[src/rtl/sr_drive_debounce_pkg.sv]
// Shared definitions for the SR latch drive front end: FSM state codes and
// a width helper used to size the debounce and pulse counters.
package sr_drive_pkg;

    localparam logic [2:0] ST_IDLE      = 3'd0;
    localparam logic [2:0] ST_SET_PULSE = 3'd1;
    localparam logic [2:0] ST_RST_PULSE = 3'd2;
    localparam logic [2:0] ST_GAP       = 3'd3;
    localparam logic [2:0] ST_CONFLICT  = 3'd4;

    // Bits needed to count 0..value-1; never less than 1 so a counter always exists.
    function automatic int clog2(input int value);
        int w;
        w = 1;
        while ((1 << w) < value) begin
            w++;
        end
        return w;
    endfunction

endpackage

[src/rtl/sr_drive_debounce_if.sv]
// Pushbutton-side inputs and latch-side outputs of the drive stage.
// The driver of the raw buttons uses master; the drive stage itself uses slave.
interface sr_drive_debounce_if;
    logic s_raw;
    logic r_raw;
    logic s;
    logic r;
    logic s_db;
    logic r_db;
    logic conflict;

    modport master (
        output s_raw, r_raw,
        input  s, r, s_db, r_db, conflict
    );

    modport slave (
        input  s_raw, r_raw,
        output s, r, s_db, r_db, conflict
    );
endinterface

[src/rtl/sr_drive_debounce_ch.sv]
// One input channel: multi-flop synchroniser followed by a counter-based
// debouncer. A new level is accepted only after DEBOUNCE_CYCLES consecutive
// disagreeing cycles; acceptance of a rising level also pulses rise for one cycle.
module debounce_ch
    import sr_drive_pkg::*;
#(
    parameter int SYNC_STAGES     = 2,
    parameter int DEBOUNCE_CYCLES = 16
) (
    input  logic clk,
    input  logic rst_n,
    input  logic raw,
    output logic db,
    output logic rise
);

    localparam int               CNT_W    = clog2(DEBOUNCE_CYCLES);
    localparam logic [CNT_W-1:0] CNT_LAST = CNT_W'(DEBOUNCE_CYCLES - 1);

    logic [SYNC_STAGES-1:0] sync_q, sync_d;
    logic [CNT_W-1:0]       cnt_q, cnt_d;
    logic                   db_q, db_d;
    logic                   rise_q, rise_d;
    logic                   sync_out;

    assign sync_out = sync_q[SYNC_STAGES-1];

    // Shift the raw input through the synchroniser chain, newest sample at bit 0.
    always_comb begin
        sync_d = {sync_q[SYNC_STAGES-2:0], raw};
    end

    // Count consecutive mismatches; the counter clears on the accepting cycle so it cannot wrap.
    always_comb begin
        cnt_d  = cnt_q;
        db_d   = db_q;
        rise_d = 1'b0;
        if (sync_out == db_q) begin
            cnt_d = '0;
        end else if (cnt_q == CNT_LAST) begin
            db_d   = sync_out;
            cnt_d  = '0;
            rise_d = sync_out;
        end else begin
            cnt_d = cnt_q + CNT_W'(1);
        end
    end

    // All channel state clears asynchronously so no stale edge survives a reset.
    always_ff @(posedge clk or negedge rst_n) begin
        if (!rst_n) begin
            sync_q <= '0;
            cnt_q  <= '0;
            db_q   <= 1'b0;
            rise_q <= 1'b0;
        end else begin
            sync_q <= sync_d;
            cnt_q  <= cnt_d;
            db_q   <= db_d;
            rise_q <= rise_d;
        end
    end

    assign db   = db_q;
    assign rise = rise_q;

endmodule

[src/rtl/sr_drive_debounce.sv]
// Drive stage for an SR NOR latch: two debounced button channels feed an
// arbitration FSM that turns accepted rising edges into fixed-width s/r
// pulses, separated by a gap cycle so s and r are never high together.
module sr_drive_debounce
    import sr_drive_pkg::*;
#(
    parameter int SYNC_STAGES     = 2,
    parameter int DEBOUNCE_CYCLES = 16,
    parameter int PULSE_W         = 1
) (
    input  logic                 clk,
    input  logic                 rst_n,
    sr_drive_debounce_if.slave   bus
);

    localparam int              PW_W    = clog2(PULSE_W);
    localparam logic [PW_W-1:0] PW_LAST = PW_W'(PULSE_W - 1);

    logic            s_db, r_db, s_rise, r_rise;
    logic [2:0]      state_q, state_d;
    logic [PW_W-1:0] pcnt_q, pcnt_d;
    logic            pend_s_q, pend_s_d;
    logic            pend_r_q, pend_r_d;
    logic            s_q, s_d;
    logic            r_q, r_d;

    debounce_ch #(
        .SYNC_STAGES     (SYNC_STAGES),
        .DEBOUNCE_CYCLES (DEBOUNCE_CYCLES)
    ) u_s_ch (
        .clk   (clk),
        .rst_n (rst_n),
        .raw   (bus.s_raw),
        .db    (s_db),
        .rise  (s_rise)
    );

    debounce_ch #(
        .SYNC_STAGES     (SYNC_STAGES),
        .DEBOUNCE_CYCLES (DEBOUNCE_CYCLES)
    ) u_r_ch (
        .clk   (clk),
        .rst_n (rst_n),
        .raw   (bus.r_raw),
        .db    (r_db),
        .rise  (r_rise)
    );

    // State, pulse counter, pending requests and latch drive registers; reset drops s/r at once.
    always_ff @(posedge clk or negedge rst_n) begin
        if (!rst_n) begin
            state_q  <= ST_IDLE;
            pcnt_q   <= '0;
            pend_s_q <= 1'b0;
            pend_r_q <= 1'b0;
            s_q      <= 1'b0;
            r_q      <= 1'b0;
        end else begin
            state_q  <= state_d;
            pcnt_q   <= pcnt_d;
            pend_s_q <= pend_s_d;
            pend_r_q <= pend_r_d;
            s_q      <= s_d;
            r_q      <= r_d;
        end
    end

    // Arbitrate between channels, time the pulse and remember opposite-channel requests.
    always_comb begin
        state_d  = state_q;
        pcnt_d   = pcnt_q;
        pend_s_d = pend_s_q;
        pend_r_d = pend_r_q;
        case (state_q)
            ST_IDLE: begin
                pcnt_d = '0;
                if (s_rise && r_rise) begin
                    state_d  = ST_CONFLICT;
                    pend_s_d = 1'b0;
                    pend_r_d = 1'b0;
                end else if (pend_s_q || s_rise) begin
                    state_d  = ST_SET_PULSE;
                    pend_s_d = 1'b0;
                    if (r_rise) begin
                        pend_r_d = 1'b1;
                    end
                end else if (pend_r_q || r_rise) begin
                    state_d  = ST_RST_PULSE;
                    pend_r_d = 1'b0;
                end
            end
            ST_SET_PULSE: begin
                if (r_rise) begin
                    pend_r_d = 1'b1;
                end
                if (pcnt_q == PW_LAST) begin
                    state_d = ST_GAP;
                    pcnt_d  = '0;
                end else begin
                    pcnt_d = pcnt_q + PW_W'(1);
                end
            end
            ST_RST_PULSE: begin
                if (s_rise) begin
                    pend_s_d = 1'b1;
                end
                if (pcnt_q == PW_LAST) begin
                    state_d = ST_GAP;
                    pcnt_d  = '0;
                end else begin
                    pcnt_d = pcnt_q + PW_W'(1);
                end
            end
            ST_GAP: begin
                if (s_rise) begin
                    pend_s_d = 1'b1;
                end
                if (r_rise) begin
                    pend_r_d = 1'b1;
                end
                state_d = ST_IDLE;
            end
            ST_CONFLICT: begin
                pend_s_d = 1'b0;
                pend_r_d = 1'b0;
                if (!s_db && !r_db) begin
                    state_d = ST_IDLE;
                end
            end
            default: begin
                state_d  = ST_IDLE;
                pcnt_d   = '0;
                pend_s_d = 1'b0;
                pend_r_d = 1'b0;
            end
        endcase
    end

    // Latch drive follows the state being entered, so s/r are registered Moore outputs.
    always_comb begin
        s_d = (state_d == ST_SET_PULSE);
        r_d = (state_d == ST_RST_PULSE);
    end

    assign bus.s        = s_q;
    assign bus.r        = r_q;
    assign bus.s_db     = s_db;
    assign bus.r_db     = r_db;
    // Lockout is shown only while a debounced level is still high, so it falls with the last one.
    assign bus.conflict = (state_q == ST_CONFLICT) && (s_db || r_db);

endmodule

[src/flat_wrapper.sv]
// flat-port wrapper written by rule: the top's interface ports become plain ports
module sr_drive_debounce_flat import sr_drive_pkg::*;
#(
    parameter int SYNC_STAGES     = 2,
    parameter int DEBOUNCE_CYCLES = 16,
    parameter int PULSE_W         = 1
)
  (clk, rst_n, bus_s_raw, bus_r_raw, bus_s, bus_r, bus_s_db, bus_r_db, bus_conflict);
  sr_drive_debounce_if bus_i ();
  input  logic clk;
  input  logic rst_n;
  input wire logic [$bits(bus_i.s_raw)-1:0] bus_s_raw;
  input wire logic [$bits(bus_i.r_raw)-1:0] bus_r_raw;
  output wire logic [$bits(bus_i.s)-1:0] bus_s;
  output wire logic [$bits(bus_i.r)-1:0] bus_r;
  output wire logic [$bits(bus_i.s_db)-1:0] bus_s_db;
  output wire logic [$bits(bus_i.r_db)-1:0] bus_r_db;
  output wire logic [$bits(bus_i.conflict)-1:0] bus_conflict;
  assign bus_i.s_raw = bus_s_raw;
  assign bus_i.r_raw = bus_r_raw;
  assign bus_s = bus_i.s;
  assign bus_r = bus_i.r;
  assign bus_s_db = bus_i.s_db;
  assign bus_r_db = bus_i.r_db;
  assign bus_conflict = bus_i.conflict;
  sr_drive_debounce #(.SYNC_STAGES(SYNC_STAGES), .DEBOUNCE_CYCLES(DEBOUNCE_CYCLES), .PULSE_W(PULSE_W)) u_core (.clk(clk), .rst_n(rst_n), .bus(bus_i));
endmodule
[config.mk]
export PLATFORM = sky130hd
export DESIGN_NAME = sr_drive_debounce_flat
export DESIGN_NICKNAME = d
export VERILOG_FILES = /design/src/rtl/sr_drive_debounce_pkg.sv /design/src/rtl/sr_drive_debounce_if.sv /design/src/rtl/sr_drive_debounce_ch.sv /design/src/rtl/sr_drive_debounce.sv /design/src/flat_wrapper.sv
export SDC_FILE = /design/constraint.sdc
export NUM_CORES = 1
export LEC_CHECK = 0
export BUFFER_PORTS_ARGS = -buffer_cell sky130_fd_sc_hd__buf_2
export CAP_MARGIN = 0
export CORE_MARGIN = 10
export CORE_UTILIZATION = 49
export CTS_BUF_LIST = sky130_fd_sc_hd__clkbuf_16
export DETAILED_ROUTE_END_ITERATION = 16
export PLACE_DENSITY = 0.71
export SETUP_SLACK_MARGIN = 0.3
export SYNTH_ARGS = -nofsm -noshare
export SYNTH_HDL_FRONTEND = slang
export SYNTH_SLANG_ARGS = --single-unit
[constraint.sdc]
create_clock -name clk -period 1.2 [get_ports clk]
set_clock_uncertainty 0.1 [all_clocks]
set_input_delay 0.12 -clock clk [delete_from_list [all_inputs] [get_ports clk]]
set_output_delay 0.12 -clock clk [all_outputs]
set_load 0.02 [all_outputs]
==> results_dict.tcl, run 1 <==
set metrics [dict create \
    viasPerCell 5.29 \
    die_area_um2 4000 \
    dr.pass1.iters 3 \
    cts_sinks 23 \
    synth_top_area_share_pct 62.8 \
    synth_top_area_cell "dfrtp_1" \
    yosysWarnings 0 \
    rsz0062_at_grt "true" \
    drt-total-wl_mm 2.32 \
    clockBufferDepth 2 \
    io_buffers 8 \
    slew_viol_final 0 \
    synth_cell_type_count 22 \
    arrival_ns 1.11 \
    synth_nets 80 \
    cp_max_fo 2 \
    critPathCaptureType "output pin" \
    design_area_um2 1500 \
    drtIter0Drc 5 \
    ys_ff_latch 23 \
    r2r_setup_slack_ns -0.03 \
    rows 15 \
    start_util_pct 52.5 \
    die_h_um 63.2 \
    period_share_pct 110 \
    total_power_w 0.00208 \
    numCtsBuffers 3 \
    synth_area_per_cell_um2 12.4 \
    clk-insertion-delay-late_ns 0.25 \
    p_int_w 0.00155 \
    setup_viol 7 \
    slew_headroom_pct 79.4 \
    cts_tree "built" \
    dp_hpwl_mm 1.15 \
    p_clk_share_pct 34.2 \
    async_flop_share_pct 100 \
    post_drt_wl_per_cell_um 17.4 \
    leakagePower_nw 0.647 \
    n_antenna_cell 0 \
    die_x_um 63.2 \
    drc 0 \
    antenna_found_initial 0 \
    postPlaceCellArea_um2 1100 \
    crit_end "bus_conflict" \
    finalNetCount 115 \
    start_kind "register" \
    startpoint "u_core.state_q[0]$_DFF_PN0_" \
    r2r-end "u_core.pend_r_q$_DFFE_PN0P_" \
    ff2ff_path_depth 4 \
    totalNegativeSetupSlack_ns -0.206 \
    cp_slowest_stage_delay_ns 0.38 \
    cp_num_cells 3 \
    synth_flop_cell "dfrtp_1" \
    grt_overflow 0 \
    yosysMostFrequentCell "dfrtp_1" \
    grt_pass1_vias 746 \
    fin_ws_ns -0.126 \
    vdd_drop_max_mv 1.10 \
    swShare_pct 25.5 \
    power_density_nw_per_um2 1390 \
    required_ns 0.98 \
    yosysSeqAreaShare_pct 62.8 \
    layout_min_cycle_time_ns 1.33 \
    crit_family "flip-flops" \
    synth_commonest_cells "23 x dfrtp_1, 8 x nor2_1, 7 x a21oi_1" \
    critPathKind "reg -> out" \
    num_vias 703 \
    ctsRootBufferMaster "clkbuf_16" \
    switchingPower_w 0.000532 \
    grt_pass1_wl_mm 3.60 \
    area_delta_synth_final_pct 63.7 \
    grtUsageTotal_pct 11.3 \
    ant_nets 0 \
    hold_viol 0 \
    r2r-start "u_core.state_q[0]$_DFF_PN0_" \
    drv_cap 0 \
    grt_max_degree 24 \
    synthCells 74 \
    core_um2 1750 \
    clkTransAtPathRegs_ns 0.06 \
    slowest_stage "dfrtp_1" \
    max_slew.worst_pin.slew_ns 0.309 \
    htreeDepth 1 \
    io_pins 9 \
    syn-cell-area_um2 916 \
    gp_congestion 0.721 \
    synth_edf_count 0 \
    drive_gt1_share_pct 57.4 \
    critPathBufInv 1 \
    synth_area_leaders "dfrtp_1 63%, a21oi_1 3.8%, xnor2_1 3.8%" \
    p_comb_share_pct 23.2 \
    violations "setup timing" \
    status "finished, violations left" \
    hp-class "in -> async" \
    pwr-share-seq_pct 42.5 \
    path_cells "or2_4 > nor2_4 > buf_6" \
    timing.fmax_mhz 754 \
]
==> layout by cell type (no fill, tap or decap), drive strengths merged <==
cell type	n
a21o	1
nand4b	2
ha	2
or2b	1
nand3	2
inv	2
a22oi	1
dfrtp	23
dlygate4sd3	3
xnor2	4
nor3	3
mux2	2
a21oi	7
buf	27
nand3b	1
nor2	8
clkbuf	4
nor2b	3
nor3b	4
clkinv	1
o21a	1
o21ai	4
and2b	1
or2	1
==> worst reg2reg max path, stage by stage (launching register included) <==
cell     delay, ns
dfrtp_1       0.38
or2_4         0.27
buf_4         0.16
nor3_4        0.13
nor3_1        0.07
==> power by group through the flow <==
stage | clock network [W] | registers, W | logic, W
finish | 0.000713 | 0.000887 | 0.000484
global route | 0.000754 | 0.000894 | 0.000527
CTS | 0.000716 | 0.000882 | 0.000423
detailed placement | 0 | 0.000883 | 0.000332
global placement | 0 | 0.000877 | 0.000325
floorplan | 0 | 0.000895 | 0.000202
==> logic make-up (layout without fill, tap and decap cells) <==
logic type      Yosys count  in the layout  share of synthesized area (%)
xor+xnor                  4              4                           3.82
compound gates           14             14                           8.47
buf+inv                   3             37                           2.05
mux                       2              2                           2.46
flops                    23             23                           62.8
simple gates             26             26                           17.6
fa+ha+maj                 2              2                           2.73
==> flip-flops by register name, summed over array words and instances (netlist names) <==
register	count
u_core.u_r_ch.db	1
u_core.bus.r	1
u_core.bus.s	1
u_core.u_r_ch.sync_q	2
u_core.u_s_ch.cnt_q	4
u_core.u_s_ch.sync_q	2
u_core.u_r_ch.cnt_q	4
u_core.u_s_ch.db	1
u_core.pend_r_q	1
u_core.u_s_ch.rise	1
u_core.state_q	3
u_core.pend_s_q	1
u_core.u_r_ch.rise	1
==> layout make-up <==
type / instances / area, um2
clock buffers: 3 / 75.1
clock inverters: 1 / 5.00
fillers: 78 / 246
inverters: 2 / 7.51
multi-input cells: 48 / 510
flip-flops and latches: 23 / 578
well taps: 25 / 31.3
repair buffers: 31 / 292
==> timing repair <==
action,CTS,global route
endpoints found under the setup margin,24,47
resized for setup,37,11
endpoints found under the hold margin,25,0
pin swaps,11,7
setup buffers,5,6
hold buffers,3,0
==> how the worst min path moves through the flow <==
| stage | startpoint | to | cells after the start |
|---|---|---|---|
| after floorplan | rst_n | u_core.bus.r$_DFF_PN0_ | 0 |
| after global placement | rst_n | u_core.u_r_ch.cnt_q[3]$_DFF_PN0_ | 1 |
| after detailed placement | rst_n | u_core.bus.r$_DFF_PN0_ | 1 |
| after CTS | u_core.u_s_ch.sync_q[0]$_DFF_PN0_ | u_core.u_s_ch.sync_q[1]$_DFF_PN0_ | 0 |
| after global routing | rst_n | u_core.pend_r_q$_DFFE_PN0P_ | 2 |
| final | rst_n | u_core.pend_r_q$_DFFE_PN0P_ | 2 |
==> per-layer routing <==
| layer | global-route usage [%] | up-vias | share of wire [%] |
|---|---|---|---|
| li1 | - | 328 | - |
| met3 | 3.36 | 5 | 3.6 |
| met5 | 0 | - | 0 |
| met4 | 4.92 | 0 | 1.6 |
| met2 | 20.4 | 11 | 55 |
| met1 | 11.8 | 359 | 39 |
==> per-stage QoR <==
stage	hold WS [ns]	util, %	setup WS [ns]	cells
floorplan	-0.276	-	0.0321	74
global route	0.241	85.9	-0.161	133
global placement	0.00877	63.2	0.0188	115
detailed placement	0.0137	63.2	0.00439	115
CTS	0.264	81.1	-0.124	127
finish	0.219	85.9	-0.126	133
(Power assumes the default switching activity.)
==> run 2: changes to the inputs <==
--- a/config.mk
+++ b/config.mk
@@ -7,8 +7,10 @@
 export LEC_CHECK = 0
 export BUFFER_PORTS_ARGS = -buffer_cell sky130_fd_sc_hd__buf_2
 export CAP_MARGIN = 0
+export CELL_PAD_IN_SITES_DETAIL_PLACEMENT = 0
+export CELL_PAD_IN_SITES_GLOBAL_PLACEMENT = 1
 export CORE_MARGIN = 10
-export CORE_UTILIZATION = 49
+export CORE_UTILIZATION = 40
 export CTS_BUF_LIST = sky130_fd_sc_hd__clkbuf_16
 export DETAILED_ROUTE_END_ITERATION = 16
 export PLACE_DENSITY = 0.71
==> run 2 against run 1 <==
  * The flow still finishes with violations (setup timing)
  * Via count shrank 7.1%
  * Critical path type unchanged
  * First-iteration DRC count rose by 20%
  * Clock power barely moved
  * Design area decreased by 1.9%
  * Hold slack lost 0.0028 ns
  * Largest power group unchanged
  * Sequential power shrank 0.8%
  * Die area grew 15%
  * Sequential share of layout area rose by 0.93 points
  * Global-route usage shrank 3.2 points
  * Flip-flop and latch count unchanged
  * Largest cell class unchanged
  * Critical path depth unchanged
  * Fmax increased by 2.5%
==> results_dict.tcl, run 2 (synthesized netlist as in run 1, its figures left out) <==
set metrics [dict create \
    status "finished, violations left" \
    violations "setup timing" \
    drc 0 \
    drive_gt1_share_pct 54.3 \
    max_slew.worst_pin.slew_ns 0.309 \
    clk-insertion-delay-late_ns 0.26 \
    htreeDepth 1 \
    slowest_stage "dfrtp_1" \
    r2r-end "u_core.pend_r_q$_DFFE_PN0P_" \
    critPathCaptureType "output pin" \
    die_area_um2 4600 \
    grt_overflow 0 \
    power_density_nw_per_um2 1370 \
    layout_common_cells "19 x dfrtp_1, 11 x buf_6, 10 x buf_4, 7 x nor2_1" \
    core_um2 2190 \
    cp_max_fo 2 \
    die_x_um 67.9 \
    timing.fmax_mhz 773 \
    critPathKind "reg -> out" \
    r2r_setup_slack_ns 0 \
    design_area_um2 1470 \
    grt_pass1_vias 660 \
    cts_tree "built" \
    antenna_found_initial 0 \
    num_vias 653 \
    slew_viol_final 0 \
    fin_ws_ns -0.0943 \
    path_cells "or2_4 > nor2_4 > buf_6" \
    io_buffers 8 \
    post_drt_wl_per_cell_um 13.2 \
    n_antenna_cell 0 \
    dp_hpwl_mm 1.06 \
    io_pins 9 \
    postPlaceCellArea_um2 1100 \
    cp_slowest_stage_delay_ns 0.37 \
    die_h_um 67.9 \
    numCtsBuffers 3 \
    drt-total-wl_mm 1.75 \
    grt_max_degree 24 \
    leakagePower_nw 0.626 \
    area_delta_synth_final_pct 60.5 \
    final_common_cell "dfrtp_1" \
    grt_pass1_wl_mm 2.82 \
    grt_busiest_layer "met2" \
    clkTransAtPathRegs_ns 0.06 \
    startpoint "u_core.state_q[0]$_DFF_PN0_" \
    hold_ws_ns 0.216 \
    layout_min_cycle_time_ns 1.29 \
    ff2ff_path_depth 4 \
    slew_headroom_pct 79.4 \
    vdd_drop_max_mv 0.756 \
    grtUsageTotal_pct 8.16 \
    hold_viol 0 \
    r2r-start "u_core.state_q[0]$_DFF_PN0_" \
    clockBufferDepth 2 \
    hp-class "in -> async" \
    rsz0062_at_grt "true" \
    drv_cap 0 \
    ant_nets 0 \
    required_ns 0.98 \
    period_share_pct 108 \
    top_regs "u_core.u_r_ch.cnt_q (4), u_core.u_s_ch.cnt_q (4), u_core.state_q (3)" \
    drtIter0Drc 6 \
    start_util_pct 41.8 \
    rows 17 \
    setup_viol 1 \
    dr.pass1.iters 4 \
    start_kind "register" \
    grtUsageMet2_pct 12.9 \
    grt.met1_usage_pct 9.05 \
    grt_util_met3_pct 2.12 \
    gp_congestion 0.718 \
    viasPerCell 4.91 \
    cts_sinks 23 \
    crit_end "bus_conflict" \
    finalNetCount 112 \
    ctsRootBufferMaster "clkbuf_16" \
    arrival_ns 1.07 \
]
## run 2: final cells by class
cell class,instances,area (um2)
clock buffer,3,75.1
sequential,23,581
tap,28,35.0
fill,153,721
clock inverter,1,3.75
timing repair buffer,28,267
inverter,2,7.51
multi-input combinational,48,502
## run 2: metrics by stage
stage                     cells  total power (W)  TNS, ns  utilization (%)  worst slack [ns]
after global placement      117          0.00120        0             50.1            0.0273
after global routing        133          0.00209   -0.290             67.1            -0.124
after floorplan              74          0.00110        0                -            0.0321
final                       133          0.00201  -0.0943             67.1           -0.0943
after detailed placement    117          0.00121        0             50.1            0.0243
after CTS                   129          0.00199   -0.139             62.9            -0.115
## run 2: worst min path at each step
stage	slack, ns	endpoint
after floorplan	-0.28	u_core.bus.r$_DFF_PN0_
after global placement	0.02	u_core.u_r_ch.cnt_q[1]$_DFF_PN0_
after detailed placement	0.02	u_core.u_r_ch.cnt_q[1]$_DFF_PN0_
after CTS	0.26	u_core.u_s_ch.sync_q[1]$_DFF_PN0_
after global routing	0.24	u_core.u_r_ch.cnt_q[2]$_DFF_PN0_
final	0.22	u_core.u_r_ch.cnt_q[1]$_DFF_PN0_
## run 2: worst max-delay path, delay by kind of cell (launching register included)
family        cells  cell delay (ns)
simple gates      2             0.34
flops             1             0.37
buf+inv           1             0.11
## run 2: power by group
group | switching [W] | internal, W
sequential | 0.0000451 | 0.000835
clock | 0.000266 | 0.000445
combinational | 0.000184 | 0.000232
total | 0.000495 | 0.00151
## run 2: timing repair
action / CTS / global route
gates resized for setup: 32 / 12
setup endpoints to repair: 24 / 33
endpoints found under the hold margin: 25 / 0
buffers inserted: 5 / 4
hold buffers: 3 / 0
pin swaps: 11 / 5
## run 2: routing by layer
layer  wire length, um  vias to the layer above
met1               823                      317
li1                  -                      323
met4                40                        0
met5                 0                        -
met3                87                        4
met2               798                        9
